### src/rtl/audio_pkg.sv
// Shared audio types for the codec capture and playback paths.
package audio_pkg;

  localparam int AUDIO_WIDTH = 16;

  typedef logic signed [AUDIO_WIDTH-1:0] sample_t;

  typedef struct packed {
    sample_t left;
    sample_t right;
  } stereo_t;

endpackage

### src/rtl/audio_dac_player_if.sv
// Sample-pair handshake between the DSP core (master) and the DAC player (slave).
interface audio_dac_player_if
  import audio_pkg::*;
#(
  parameter int WIDTH = AUDIO_WIDTH
) ();

  logic [WIDTH-1:0] i_left;
  logic [WIDTH-1:0] i_right;
  logic             i_valid;
  logic             o_ready;

  modport master (output i_left, output i_right, output i_valid, input o_ready);
  modport slave  (input i_left, input i_right, input i_valid, output o_ready);

endinterface

### src/rtl/sample_fifo.sv
// Small synchronous FIFO with wrap-bit pointers; push while full and pop while
// empty are ignored so callers may present requests unconditionally.
module sample_fifo
  import audio_pkg::*;
#(
  parameter int DW    = 2 * AUDIO_WIDTH,
  parameter int DEPTH = 4
) (
  input  logic                     i_clk,
  input  logic                     i_rst,
  input  logic                     i_push,
  input  logic                     i_pop,
  input  logic [DW-1:0]            i_data,
  output logic [DW-1:0]            o_data,
  output logic                     o_full,
  output logic                     o_empty,
  output logic [$clog2(DEPTH):0]   o_level
);

  localparam int AW = $clog2(DEPTH);

  logic [DW-1:0] r_mem [DEPTH];
  logic [AW:0]   r_wrPtr;
  logic [AW:0]   r_rdPtr;
  logic          w_push;
  logic          w_pop;

  assign o_empty = (r_wrPtr == r_rdPtr);
  assign o_full  = (r_wrPtr[AW] != r_rdPtr[AW]) && (r_wrPtr[AW-1:0] == r_rdPtr[AW-1:0]);
  assign o_level = r_wrPtr - r_rdPtr;
  assign o_data  = r_mem[r_rdPtr[AW-1:0]];
  assign w_push  = i_push & ~o_full;
  assign w_pop   = i_pop & ~o_empty;

  // Pointer advance; reset empties the FIFO without touching storage.
  always_ff @(posedge i_clk) begin
    if (i_rst) begin
      r_wrPtr <= '0;
      r_rdPtr <= '0;
    end else begin
      if (w_push) r_wrPtr <= r_wrPtr + 1'b1;
      if (w_pop)  r_rdPtr <= r_rdPtr + 1'b1;
    end
  end

  // Storage write; contents are only meaningful below the write pointer.
  always_ff @(posedge i_clk) begin
    if (w_push) r_mem[r_wrPtr[AW-1:0]] <= i_data;
  end

endmodule

### src/rtl/audio_dac_player.sv
// I2S / left-justified serializer for the WM8731 DAC, following codec DACLRCK.
module audio_dac_player
  import audio_pkg::*;
#(
  parameter int WIDTH     = AUDIO_WIDTH,
  parameter int DEPTH     = 4,
  parameter int I2S_DELAY = 1
) (
  input  logic                    i_clk,
  input  logic                    i_rst,
  input  logic                    i_lrc,
  input  logic                    i_enable,
  audio_dac_player_if.slave       io_sample,
  output logic                    o_dacdat,
  output logic                    o_underrun,
  output logic [7:0]              o_underrun_cnt,
  output logic [$clog2(DEPTH):0]  o_level
);

  localparam int SW = WIDTH + I2S_DELAY;

  logic               r_lrcQ;
  logic [SW-1:0]      r_shifter;
  logic [WIDTH-1:0]   r_rightHold;
  logic               r_dacdat;
  logic               r_underrun;
  logic [7:0]         r_underrunCnt;

  logic               w_lStart;
  logic               w_rStart;
  logic               w_full;
  logic               w_empty;
  logic               w_pop;
  logic [2*WIDTH-1:0] w_popData;
  logic [WIDTH-1:0]   w_popLeft;
  logic [WIDTH-1:0]   w_popRight;
  logic [SW-1:0]      w_shiftNext;
  logic [WIDTH-1:0]   w_holdNext;
  logic               w_underrunNext;

  assign w_lStart        = r_lrcQ & ~i_lrc;
  assign w_rStart        = ~r_lrcQ & i_lrc;
  assign w_pop           = w_lStart & i_enable & ~w_empty;
  assign w_popLeft       = w_popData[2*WIDTH-1:WIDTH];
  assign w_popRight      = w_popData[WIDTH-1:0];
  assign io_sample.o_ready = ~w_full;
  assign o_dacdat        = r_dacdat;
  assign o_underrun      = r_underrun;
  assign o_underrun_cnt  = r_underrunCnt;

  sample_fifo #(
    .DW    (2 * WIDTH),
    .DEPTH (DEPTH)
  ) u_fifo (
    .i_clk   (i_clk),
    .i_rst   (i_rst),
    .i_push  (io_sample.i_valid),
    .i_pop   (w_pop),
    .i_data  ({io_sample.i_left, io_sample.i_right}),
    .o_data  (w_popData),
    .o_full  (w_full),
    .o_empty (w_empty),
    .o_level (o_level)
  );

  // Next shifter/right-hold contents: reload on a channel start, otherwise shift out.
  always_comb begin
    w_shiftNext    = {r_shifter[SW-2:0], 1'b0};
    w_holdNext     = r_rightHold;
    w_underrunNext = 1'b0;
    if (w_lStart) begin
      if (w_pop) begin
        w_shiftNext = SW'(w_popLeft);
        w_holdNext  = w_popRight;
      end else begin
        w_shiftNext    = '0;
        w_holdNext     = '0;
        w_underrunNext = i_enable;
      end
    end else if (w_rStart) begin
      w_shiftNext = SW'(r_rightHold);
    end
  end

  // Serializer state, output bit and saturating underrun statistics.
  always_ff @(posedge i_clk) begin
    if (i_rst) begin
      r_lrcQ        <= i_lrc;
      r_shifter     <= '0;
      r_rightHold   <= '0;
      r_dacdat      <= 1'b0;
      r_underrun    <= 1'b0;
      r_underrunCnt <= '0;
    end else begin
      r_lrcQ      <= i_lrc;
      r_shifter   <= w_shiftNext;
      r_rightHold <= w_holdNext;
      r_dacdat    <= r_shifter[SW-1];
      r_underrun  <= w_underrunNext;
      if (w_underrunNext && (r_underrunCnt != 8'hFF)) begin
        r_underrunCnt <= r_underrunCnt + 8'd1;
      end
    end
  end

endmodule

### src/flat_wrapper.sv
// flat-port wrapper written by rule: the top's interface ports become plain ports
module audio_dac_player_flat import audio_pkg::*;
#(
  parameter int WIDTH     = AUDIO_WIDTH,
  parameter int DEPTH     = 4,
  parameter int I2S_DELAY = 1
)
  (i_clk, i_rst, i_lrc, i_enable, o_dacdat, o_underrun, o_underrun_cnt, o_level, io_sample_i_left, io_sample_i_right, io_sample_i_valid, io_sample_o_ready);
  audio_dac_player_if #(.WIDTH(WIDTH)) io_sample_i ();
  input  logic i_clk;
  input  logic i_rst;
  input  logic i_lrc;
  input  logic i_enable;
  output logic o_dacdat;
  output logic o_underrun;
  output logic [7:0] o_underrun_cnt;
  output logic [$clog2(DEPTH):0] o_level;
  input wire logic [$bits(io_sample_i.i_left)-1:0] io_sample_i_left;
  input wire logic [$bits(io_sample_i.i_right)-1:0] io_sample_i_right;
  input wire logic [$bits(io_sample_i.i_valid)-1:0] io_sample_i_valid;
  output wire logic [$bits(io_sample_i.o_ready)-1:0] io_sample_o_ready;
  assign io_sample_i.i_left = io_sample_i_left;
  assign io_sample_i.i_right = io_sample_i_right;
  assign io_sample_i.i_valid = io_sample_i_valid;
  assign io_sample_o_ready = io_sample_i.o_ready;
  audio_dac_player #(.WIDTH(WIDTH), .DEPTH(DEPTH), .I2S_DELAY(I2S_DELAY)) u_core (.i_clk(i_clk), .i_rst(i_rst), .i_lrc(i_lrc), .i_enable(i_enable), .io_sample(io_sample_i), .o_dacdat(o_dacdat), .o_underrun(o_underrun), .o_underrun_cnt(o_underrun_cnt), .o_level(o_level));
endmodule
### config.mk
export PLATFORM = sky130hd
export DESIGN_NAME = audio_dac_player_flat
export DESIGN_NICKNAME = d
export VERILOG_FILES = /design/src/rtl/audio_pkg.sv /design/src/rtl/audio_dac_player_if.sv /design/src/rtl/sample_fifo.sv /design/src/rtl/audio_dac_player.sv /design/src/flat_wrapper.sv
export SDC_FILE = /design/constraint.sdc
export NUM_CORES = 1
export LEC_CHECK = 0
export ABC_AREA = 1
export BUFFER_PORTS_ARGS = -buffer_cell sky130_fd_sc_hd__clkbuf_2
export CAP_MARGIN = 20
export CORE_ASPECT_RATIO = 1.1
export CORE_MARGIN = 5
export CORE_UTILIZATION = 43
export DETAILED_ROUTE_END_ITERATION = 8
export GPL_ROUTABILITY_DRIVEN = 0
export HOLD_SLACK_MARGIN = 0.02
export PLACE_DENSITY_LB_ADDON = 0.05
export SYNTH_ARGS = -nofsm -noshare
export SYNTH_HDL_FRONTEND = slang
export SYNTH_SLANG_ARGS = --single-unit
### constraint.sdc
create_clock -name i_clk -period 8 [get_ports i_clk]
set_input_delay 1.6 -clock i_clk [delete_from_list [all_inputs] [get_ports i_clk]]
set_output_delay 1.6 -clock i_clk [all_outputs]
set_load 0.01 [all_outputs]
==> results.json <==
{
  "slew_headroom_pct": 57.4,
  "path_common_cell": "inv_1",
  "synth_cells": 646,
  "dp_hpwl_um": 9090,
  "finalWirelength_um": 14600,
  "async_reset_ff_share_pct": 0,
  "areaGrowthSynthToFinish_pct": 15.1,
  "critical-path-top-delay-family": "adder cells",
  "portBuffers": 50,
  "synth_top_cells_by_area": "edfxtp_1, dfxtp_1, o21ai_0",
  "dp.cells": 875,
  "hold_viol": 0,
  "start_kind": "flip-flop",
  "io_pins": 51,
  "crit_chain": "inv_1, ha_1, inv_1, fa_1, xor2_1, clkbuf_2",
  "yosys_warnings": 0,
  "syn_nets": 692,
  "yosys-top-cells-count": "edfxtp_1, nor2_1, o21ai_0",
  "hp-class": "reg2reg",
  "synth_top_area_share_pct": 53.9,
  "track_usage_pct": 15.7,
  "dr.pass1.iters": 4,
  "die_w_um": 133,
  "root_buffer": "clkbuf_16",
  "grt_max_degree": 65,
  "cts_buffer_depth": 2,
  "core_area_um2": 16300,
  "min-delay-start": "u_core.r_shifter[16]",
  "grt_pass1_vias": 4478,
  "synth-edff-count": 128,
  "num-fill-cells": 1433,
  "cp_slowest_cell": "fa_1",
  "cts_tree": "done",
  "worstPathMaxFanout": 5,
  "yosysSeqAreaShare_pct": 68.5,
  "rows": 49,
  "fin_crit_sh_pct": 42.0,
  "syn_area_um2": 7130,
  "die_area_um2": 19300,
  "post-cts-setup-buffers": 0,
  "cpPeakStageDelay_ns": 0.37,
  "via_per_inst": 5.08,
  "r2r_start": "u_core.u_fifo.r_wrPtr[0]",
  "drive_above_1_share_pct": 15.5,
  "fin_skew_ns": 0.00627,
  "ys.flop_type": "edfxtp_1",
  "worst_pin_slew_ns": 0.639,
  "cp.arrival_ns": 1.76,
  "clk_latency_ns": 0.42,
  "grt.overflow.total": 0,
  "antenna_found_initial": 0,
  "cts_buffers": 17,
  "ant_nets": 0,
  "grt_pass1_wl_um": 23600,
  "p_per_area_nw_per_um2": 247,
  "ys_ff_latch": 180,
  "cts_sinks": 180,
  "cp.required_ns": 6.40,
  "die_h_um": 145,
  "crit_path_end_kind": "primary output",
  "yosysTopAreaCell": "edfxtp_1",
  "rsz0062_at_grt": "false",
  "fmax_mhz": 298,
  "cp.buffers_inverters": 3,
  "fin_cells": 908,
  "yosysUniqueCellTypes": 31,
  "drv_slew": 0,
  "synth.most_common_cell": "edfxtp_1",
  "setup.worst_path.start": "u_core.u_fifo.r_wrPtr[0]",
  "cts.reportedPaths.clkPinSlew_ns": 0.06,
  "initial_core_util_pct": 43.7,
  "post_cts_resized": 0,
  "antennaDiodeCount": 0,
  "finalNetCount": 738,
  "ctsHtreeMaxLevel": 4,
  "vias": 4609,
  "status": "complete, no violations",
  "peakVddDrop_mv": 0.164,
  "drv_cap": 0,
  "setup_tns_ns": 0,
  "hold_buffers": 0,
  "crit_type": "reg2out",
  "finalCriticalPeriod_ns": 3.36,
  "wl_per_cell_um": 16.1,
  "drcViolationCount": 0,
  "drtIter0Drc": 330,
  "leakage_nw": 3.01,
  "setup_viol_count_final": 0,
  "synth_area_per_cell_um2": 11.0
}
sequential cells by signal, summed over array words and instances, names as in the netlist, named ones only:
signal                 count
u_core.o_underrun_cnt      8
u_core.u_fifo.r_mem      128
u_core.u_fifo.r_rdPtr      3
u_core.o_dacdat            1
u_core.r_lrcQ              1
u_core.r_rightHold        16
u_core.u_fifo.r_wrPtr      3
u_core.r_shifter          17
u_core.o_underrun          1
per-layer routing:
layer / vias to the layer above / track usage (%) / share of wire, %
li1: 2325 / - / -
met1: 2179 / 20.1 / 45
met2: 90 / 25.9 / 49
met3: 15 / 4.09 / 4.0
met4: 0 / 5.30 / 1.6
met5: - / 0 / 0
path summary, 6_finish.rpt:
check	endpoint	slack, ns	cells past startpoint
max	o_level[2]	4.64	6
min	u_core.o_dacdat	0.40	2
max reg2reg	u_core.u_fifo.r_mem[3][16]	5.71	8
min reg2reg	u_core.o_dacdat	0.40	2
tightest hold or removal path: stages (launching register included):
cell	delay, ns
dfxtp_1	0.30
inv_1	0.04
nor2_1	0.03
logic make-up (layout without fill, tap and decap cells):
| logic type | count (synthesis) | count (layout) | synth area share [%] |
|---|---|---|---|
| xor+xnor | 2 | 2 | 0.246 |
| compound gates | 146 | 146 | 11.0 |
| buf+inv | 79 | 137 | 4.96 |
| simple gates | 230 | 230 | 13.6 |
| flops | 180 | 180 | 68.5 |
| fa+ha+maj | 9 | 9 | 1.68 |
report_power, final:
part	internal, W	total [W]	switching [W]
sequential	0.00104	0.00105	0.0000109
clock	0.000489	0.000830	0.000341
combinational	0.0000462	0.000149	0.000103
total	0.00158	0.00203	0.000455
per-stage QoR:
step | power (W) | worst slack, ns | hold slack, ns | utilization (%) | cell area [µm²]
final | 0.00203 | 4.64 | 0.404 | 50.3 | 8210
after global routing | 0.00212 | 4.54 | 0.449 | 50.3 | 8210
after CTS | 0.00205 | 4.60 | 0.406 | 50.1 | 8180
after detailed placement | 0.00122 | 4.92 | 0.397 | 46.5 | 7590
after global placement | 0.00122 | 4.80 | 0.391 | 46.1 | 7520
after floorplan | 0.00116 | 4.49 | 0.388 | - | 7130
cells in the final DEF, fill, tap and decap left out, drive strengths merged:
cell / synthesis / final
clkbuf: 12 / 68
clkinvlp: 0 / 5
nand3: 36 / 36
edfxtp: 128 / 128
dfxtp: 52 / 52
nand2: 82 / 82
nor3: 1 / 1
inv: 47 / 49
xor2: 2 / 2
nand4: 1 / 1
nand3b: 2 / 2
o211ai: 15 / 15
nor2: 108 / 108
o21ai: 103 / 103
o22ai: 13 / 13
a21oi: 15 / 15
bufinv: 0 / 3
clkinv: 1 / 4
buf: 19 / 8
fa: 1 / 1
ha: 8 / 8
final cells by class:
| cell class | count | area, µm² | area share [%] |
|---|---|---|---|
| flip-flops and latches | 180 | 4890 | 59.5 |
| multi-input cells | 387 | 1920 | 23.4 |
| clock buffers | 18 | 429 | 5.23 |
| repair buffers | 58 | 375 | 4.57 |
| well taps | 204 | 255 | 3.11 |
| inverters | 48 | 185 | 2.26 |
| clock inverters | 13 | 158 | 1.92 |
(Power assumes the default switching activity.)
